$ cat src/rtl/l2p_pkg.sv
// Shared encodings and sizing helper for the multi-channel level-to-pulse converter.
package l2p_pkg;

  localparam logic [1:0] IDLE  = 2'd0;
  localparam logic [1:0] PULSE = 2'd1;
  localparam logic [1:0] HOLD  = 2'd2;

  localparam logic [1:0] MODE_OFF  = 2'b00;
  localparam logic [1:0] MODE_RISE = 2'b01;
  localparam logic [1:0] MODE_FALL = 2'b10;
  localparam logic [1:0] MODE_BOTH = 2'b11;

  function automatic int cnt_width(input int pulse_width, input int holdoff);
    int m;
    int w;
    m = (pulse_width > holdoff) ? pulse_width : holdoff;
    w = $clog2(m + 1);
    return (w < 1) ? 1 : w;
  endfunction

endpackage

$ cat src/rtl/l2p_channel.sv
// One channel: optional 2-flop synchronizer (L2P_SYNC_EN), edge detect,
// IDLE/PULSE/HOLD sequencer and sticky overrun flag.
module l2p_channel
  import l2p_pkg::*;
#(
  parameter int PULSE_WIDTH = 1,
  parameter int HOLDOFF     = 0
) (
  input  logic       clk,
  input  logic       reset,
  input  logic       level_in,
  input  logic [1:0] mode,
  input  logic       clear_ovr,
  output logic       pulse_out,
  output logic       busy,
  output logic       overrun
);

  localparam int CW = cnt_width(PULSE_WIDTH, HOLDOFF);
  localparam logic [CW-1:0] PW_LD = CW'(PULSE_WIDTH - 1);
  localparam logic [CW-1:0] HO_LD = CW'((HOLDOFF > 0) ? HOLDOFF - 1 : 0);
  localparam bit NO_HOLD = (HOLDOFF == 0);

  logic          lvl;
  logic          lvl_prev;
  logic [1:0]    state, state_nx;
  logic [CW-1:0] cnt, cnt_nx;
  logic          rise, fall, qual, rearm, accept;

`ifdef L2P_SYNC_EN
  logic lvl_p0, lvl_p1;

  // synchronizer stages
  always_ff @(posedge clk or negedge reset) begin
    if (!reset) begin
      lvl_p0 <= 1'b0;
      lvl_p1 <= 1'b0;
    end else begin
      lvl_p0 <= level_in;
      lvl_p1 <= lvl_p0;
    end
  end
  assign lvl = lvl_p1;
`else
  assign lvl = level_in;
`endif

  always_comb begin
    rise = lvl & ~lvl_prev;
    fall = ~lvl & lvl_prev;
    case (mode)
      MODE_RISE: qual = rise;
      MODE_FALL: qual = fall;
      MODE_BOTH: qual = rise | fall;
      default:   qual = 1'b0;
    endcase
  end

  // The last busy cycle doubles as the re-arm point, so an edge landing there is taken.
  assign rearm  = (cnt == '0) && ((state == HOLD) || (state == PULSE && NO_HOLD));
  assign accept = qual && ((state == IDLE) || rearm);

  always_comb begin
    state_nx = state;
    cnt_nx   = cnt;
    case (state)
      IDLE: begin
        if (qual) begin
          state_nx = PULSE;
          cnt_nx   = PW_LD;
        end
      end
      PULSE: begin
        if (cnt != '0) begin
          cnt_nx = cnt - CW'(1);
        end else if (accept) begin
          cnt_nx = PW_LD;
        end else if (!NO_HOLD) begin
          state_nx = HOLD;
          cnt_nx   = HO_LD;
        end else begin
          state_nx = IDLE;
        end
      end
      HOLD: begin
        if (cnt != '0) begin
          cnt_nx = cnt - CW'(1);
        end else if (accept) begin
          state_nx = PULSE;
          cnt_nx   = PW_LD;
        end else begin
          state_nx = IDLE;
        end
      end
      default: begin
        state_nx = IDLE;
        cnt_nx   = '0;
      end
    endcase
  end

  // state, edge history and overrun registers
  always_ff @(posedge clk or negedge reset) begin
    if (!reset) begin
      state    <= IDLE;
      cnt      <= '0;
      lvl_prev <= 1'b0;
      overrun  <= 1'b0;
    end else begin
      state    <= state_nx;
      cnt      <= cnt_nx;
      lvl_prev <= lvl;
      overrun  <= (qual && busy && !accept) | (overrun & ~clear_ovr);
    end
  end

  assign pulse_out = (state == PULSE);
  assign busy      = (state != IDLE);

endmodule

$ cat src/rtl/multi_edge_pulse_gen.sv
// Multi-channel edge-to-pulse converter; CHANNELS independent l2p_channel slices.
// Define L2P_SYNC_EN to add a 2-flop synchronizer on every level input.
module multi_edge_pulse_gen
  import l2p_pkg::*;
#(
  parameter int CHANNELS    = 4,
  parameter int PULSE_WIDTH = 1,
  parameter int HOLDOFF     = 0
) (
  input  logic                  clk,
  input  logic                  reset,
  input  logic [CHANNELS-1:0]   level_in,
  input  logic [2*CHANNELS-1:0] mode,
  input  logic [CHANNELS-1:0]   clear_ovr,
  output logic [CHANNELS-1:0]   pulse_out,
  output logic [CHANNELS-1:0]   busy,
  output logic [CHANNELS-1:0]   overrun
);

  for (genvar i = 0; i < CHANNELS; i++) begin : g_ch
    l2p_channel #(
      .PULSE_WIDTH (PULSE_WIDTH),
      .HOLDOFF     (HOLDOFF)
    ) u_ch (
      .clk       (clk),
      .reset     (reset),
      .level_in  (level_in[i]),
      .mode      (mode[2*i+1:2*i]),
      .clear_ovr (clear_ovr[i]),
      .pulse_out (pulse_out[i]),
      .busy      (busy[i]),
      .overrun   (overrun[i])
    );
  end

endmodule

$ cat config.mk
export PLATFORM = sky130hd
export DESIGN_NAME = multi_edge_pulse_gen
export DESIGN_NICKNAME = d
export VERILOG_FILES = /design/src/rtl/l2p_pkg.sv /design/src/rtl/l2p_channel.sv /design/src/rtl/multi_edge_pulse_gen.sv
export SDC_FILE = /design/constraint.sdc
export NUM_CORES = 1
export LEC_CHECK = 0
export CORE_MARGIN = 2
export CORE_UTILIZATION = 42
export DETAILED_ROUTE_END_ITERATION = 8
export PLACE_DENSITY = 0.84
export SYNTH_ARGS = -nofsm -noshare
export SYNTH_HDL_FRONTEND = slang
export SYNTH_SLANG_ARGS = --single-unit
$ cat constraint.sdc
create_clock -name clk -period 1.8 [get_ports clk]
set_input_delay 0.18 -clock clk [delete_from_list [all_inputs] [get_ports clk]]
set_output_delay 0.18 -clock clk [all_outputs]
set_load 0.05 [all_outputs]
## Word-level counts from Yosys, hierarchy flattened

Cells that the tools add are included.
W data, S select, Z words.

- Multiplexer cells: 40
- Bitwise logic cells: 36
- Eq/ne operators: 36
- Reductions and logical operators: 44
- Add/subtract/negate cells: 4

Operator list:

| operator | number |
|---|---|
| $mux W2 | 16 |
| $eq A2 B2 Y1 const B | 12 |
| $ne A2 B2 Y1 const B | 12 |
| $pmux W2 S3 | 4 |
| $eq A2 B1 Y1 const B | 8 |
| $logic_and A1 B1 Y1 | 16 |
| $not A1 Y1 | 16 |
| $reduce_and A4 Y1 | 4 |
| $and A1 B1 Y1 | 12 |
| $mux W1 | 12 |
| $pmux W1 S3 | 4 |
| $logic_not A2 Y1 | 4 |
| $logic_or A1 B1 Y1 | 8 |
| $ne A2 B1 Y1 const B | 4 |
| $or A1 B1 Y1 | 8 |
| $pmux W1 S2 | 4 |
| $reduce_bool A2 Y1 | 4 |
| $reduce_or A2 Y1 | 4 |
| $logic_not A1 Y1 | 4 |
| $sub A1 B1 Y1 const B | 4 |

- Input port bits: 18
- Bits in registers: 20
- Logic and storage cells: 176

## Longest topological paths before layout

- Depth in word-level cells: 8
- Mapped depth: 8
- Gate-level depth less buffers: 8

## Hierarchy

Synthesis repeated with hierarchy kept, for this count alone.

- Cell total of the unflattened synthesis: 56
- Area total of the unflattened synthesis: 590.6 sq um

Modules (own cells, without submodules):

| module | area an instance (sq um) | times used | cells an instance |
|---|---|---|---|
| l2p_channel | 147.6 | 4 | 14 |

## Worst setup path before layout

OpenSTA, ideal clock, no wires.

- Path kind: register to register
- Start point: reg g_ch[3].u_ch.lvl_prev
- End point: reg g_ch[3].u_ch.overrun
- Slack: 0.285 ns
- Cell stages (with the launch flop): 8
- Clock period less this slack: 1.515 ns
- Path buffers: 0
- Library setup time: 0.129 ns
- Arrival time: 1.386 ns
- Data required time: 1.671 ns
- Cells stage by stage: dfrtp_1 ha_1 nor2b_4 o21ai_0 o21ai_0 ha_1 a32oi_1 o31ai_1

- Cells in the longest elaborated chain, start to end: 8
- Elaborated cells between the ends (all ways): 10
- Classes of those cells: mux: 1; bitwise: 5; reduce/logical: 4

RTL lines:

| item | line | text |
|---|---|---|
| from (decl) | l2p_channel.sv:25 | `logic lvl_prev;` |
| from (signal assigned) | l2p_channel.sv:112 | `lvl_prev <= lvl;` |
| $not A1 Y1 | l2p_channel.sv:49 | `rise = lvl & ~lvl_prev;` |
| $and A1 B1 Y1 | l2p_channel.sv:49 |  |
| $or A1 B1 Y1 | l2p_channel.sv:54 | `MODE_BOTH: qual = rise \| fall;` |
| $pmux W1 S3 (*) | l2p_channel.sv:51 | `case (mode)` |
| $logic_and A1 B1 Y1 | l2p_channel.sv:61 | `assign accept = qual && ((state == IDLE) \|\| rearm);` |
| $logic_not A1 Y1 | l2p_channel.sv:113 | `overrun <= (qual && busy && !accept) \| (overrun & ~clear_ovr);` |
| $logic_and A1 B1 Y1 (*) | l2p_channel.sv:113 |  |
| $or A1 B1 Y1 (*) | l2p_channel.sv:113 |  |
| to (signal assigned) | l2p_channel.sv:113 |  |
| to (decl) | l2p_channel.sv:16 | `output logic overrun` |

Mark *: on every way between the ends. The rest lies on a longest branch, timed or not.
A chain may end at the register's enable or synchronous reset.

## Worst setup path in the final report

- Start point: reg g_ch[1].u_ch.state[0]
- End point: out pulse_out[1]

- Cells in the longest elaborated chain, start to end: 1

RTL lines:

| item | line | text |
|---|---|---|
| from (decl) | l2p_channel.sv:26 | `logic [1:0] state, state_nx;` |
| from (signal assigned) | l2p_channel.sv:110 | `state <= state_nx;` |
| $eq A2 B1 Y1 | l2p_channel.sv:117 | `assign pulse_out = (state == PULSE);` |
| to (decl) | multi_edge_pulse_gen.sv:15 | `output logic [CHANNELS-1:0] pulse_out,` |

No other way between the ends.

==> flow_metrics.env <==
export IMPL_final_layout_size_suffix_gt1_share_pct=8.654
export IMPL_grt_pass1_vias=586
export IMPL_dieArea_um2=2233
export IMPL_netlist_top_cells_count="inv_1, buf_4, dfrtp_1"
export IMPL_ctsHoldBuffers=0
export IMPL_ant_nets=0
export IMPL_detailedPlacementHpwl_um=1125
export IMPL_rows=15
export IMPL_coreArea_um2=1745
export IMPL_grt_max_degree=13
export IMPL_yosys_warnings=0
export IMPL_dieWidth_um=47.26
export IMPL_maxSlewViolCount=0
export IMPL_h_tree_depth=1
export IMPL_finalPower_mw=1.247
export IMPL_swShare_pct=46.47
export IMPL_num_vias=583
export IMPL_p_seq_share_pct=30.7
export IMPL_clkSlewWorstSetupHoldPaths_ns=0.07
export IMPL_cp_required_ns=1.62
export IMPL_synth_main_ff_cell="dfrtp_1"
export IMPL_cp_arrival_ns=1.52
export IMPL_maxClockFrequency_mhz=588.9
export IMPL_r2r_cells=7
export IMPL_finalSetupTns_ns=0
export IMPL_path_cells="clkdlybuf4s50_1"
export IMPL_seq_area_frac_synth_pct=38.22
export IMPL_initial_core_util_pct=45.02
export IMPL_cts_sinks=12
export IMPL_synth_area_per_cell_um2=9.822
export IMPL_power_density_nw_per_um2=1166
export IMPL_finalSetupViolations=0
export IMPL_drt_iter0_drc=0
export IMPL_synth_top_area_share_pct=38.22
export IMPL_antenna_found_initial=0
export IMPL_hold_violations=0
export IMPL_async_flop_share_pct=100.0
export IMPL_cts_buffer_depth=2
export IMPL_ioPinCount=30
export IMPL_period_minus_slack_ns=1.698
export IMPL_dr_pass1_iters=1
export IMPL_syn_to_final_growth_pct=36.15
export IMPL_nets=135
export IMPL_cp_depth=1
export IMPL_clkPwrFrac_pct=13.4
export IMPL_slew_headroom_pct=62.65
export IMPL_cts_setup_buffers=0
export IMPL_insertion_delay_ns=0.27
export IMPL_worst_slew_pin_slew_ns=0.5585
export IMPL_final_core_util_pct=61.29
export IMPL_start_kind="flip-flop"
export IMPL_crit_buf_inv=1
export IMPL_outcome="finished clean"
export IMPL_final_setup_skew_ns=0.0007335
export IMPL_synth_edf_count=0
export IMPL_hold_path_class="input pin to asynchronous set/reset pin"
export IMPL_reg2reg_from="g_ch[3].u_ch.lvl_prev"
export IMPL_synth_top_area_cell="dfrtp_1"
export IMPL_dieHeight_um=47.26
export IMPL_post_synth_instance_area_um2=785.8
export IMPL_synth_seq_cells=12
export IMPL_grt_pass1_wl_um=2221
export IMPL_maxCapViolations=0
export IMPL_via_per_inst=4.519
export IMPL_grt_usage_pct=14.60
export IMPL_avgRoutedWirePerCell_um=10.14
export IMPL_clockRootBuffer="clkbuf_4"
export IMPL_synth_fp_nets=109
export IMPL_power_share_combinational_pct=55.9
export IMPL_cts_resized=0
export IMPL_drc=0
export IMPL_tritoncts="done"
export IMPL_timing_rr_end="g_ch[3].u_ch.overrun"
export IMPL_worst_r2r_setup_slack_ns=0.16
export IMPL_synth_area_leaders="dfrtp_1, ha_1, buf_4, inv_1, nand2_1"
export IMPL_antenna_cells=0
export IMPL_cts_buffers=3
export IMPL_grt_ovfl_total=0
export IMPL_synth_most_common_cell="inv_1"
export IMPL_setup_worst_path_class="flip-flop to output port"
export IMPL_cp_end_kind="output port"
export IMPL_wl_um=1308
export IMPL_p_int_mw=0.6678
export IMPL_grt_setup_unrepaired="false"
export IMPL_critPathSlowestCell="clkdlybuf4s50_1"
export IMPL_fin_hold_ws_ns=0.2659
export IMPL_place_congestion=0.6600
export IMPL_power_leakage_nw=0.5266
export IMPL_synth_cell_types=17
export IMPL_power_switching_mw=0.5796
export IMPL_netlist_instances=80
export IMPL_critPathMaxFanout=4
export IMPL_cp_top_family="buffers and inverters"
export IMPL_post_route_period_util_pct=94.33
export IMPL_port_buffer_count=29
export IMPL_max_stage_delay_ns=0.84
export IMPL_vdd_ir_drop_max_uv=615.5
per-stage QoR:
step | worst slack, ns | instances | cell area (µm²)
final | 0.1020 | 129 | 1070
after detailed placement | -0.1596 | 126 | 1047
after floorplan | 0.2851 | 80 | 785.8
after global placement | -0.1172 | 126 | 1047
after CTS | 0.07561 | 129 | 1070
after global routing | 0.01644 | 129 | 1070
worst max path at each step:
stage | start | to | slack [ns]
final | g_ch[1].u_ch.state[0] | pulse_out[1] | 0.10
after global routing | level_in[2] | g_ch[2].u_ch.overrun | 0.02
after CTS | g_ch[1].u_ch.state[0] | pulse_out[1] | 0.08
after detailed placement | level_in[3] | g_ch[3].u_ch.overrun | -0.16
after global placement | level_in[3] | g_ch[3].u_ch.overrun | -0.12
after floorplan | g_ch[3].u_ch.lvl_prev | g_ch[3].u_ch.overrun | 0.29
final cells by class:
type / count / area, µm²
inverters: 14 / 52.55
clock buffers: 3 / 22.52
flip-flops and latches: 12 / 300.3
repair buffers: 33 / 320.3
well taps: 25 / 31.28
fillers: 150 / 675.6
multi-input cells: 42 / 342.8
logic make-up (layout without fill, tap and decap cells):
logic type      count (synthesis)  count (layout)  synth area share (%)
xor+xnor                        3               3                 3.345
compound gates                 12              12                 10.35
fa+ha+maj                      11              11                 17.52
buf+inv                        26              50                 18.15
mux                             1               1                 1.274
simple gates                   15              15                 11.15
flops                          12              12                 38.22
cells in the final DEF, fill, tap and decap left out, drive strengths merged:
cell type,n
clkdlybuf4s50,29
o21ai,5
mux2i,1
buf,4
inv,14
o221ai,1
nor2,1
o31ai,2
o211ai,1
clkbuf,3
dfrtp,12
nand2,8
nand3b,1
nor2b,5
a32oi,2
xor2,3
a21o,1
ha,11
power by group through the flow:
| stage | combinational (mW) | sequential (mW) | clock, mW |
|---|---|---|---|
| 6_report | 0.698 | 0.383 | 0.167 |
| 5_1_grt | 0.750 | 0.394 | 0.180 |
| 4_1_cts | 0.705 | 0.386 | 0.178 |
| 3_5_place_dp | 0.702 | 0.391 | 0 |
| 3_3_place_gp | 0.693 | 0.387 | 0 |
| 2_1_floorplan | 0.587 | 0.379 | 0 |
layer usage:
layer  track usage [%]  vias up  share of wire (%)  wire [µm]
li1                  -      295                  -          -
met1             14.62      268                 37        483
met2             25.41       18                 54        707
met3             4.615        2                8.3        109
met4             10.00        0               0.61          8
met5                 0        -                  0          0
registers in the layout (all words and copies together), names as in the netlist:
signal,flops
g_ch.u_ch.overrun,4
g_ch.u_ch.lvl_prev,4
g_ch.u_ch.state,4
No activity file was read; power rests on OpenSTA's default activity.
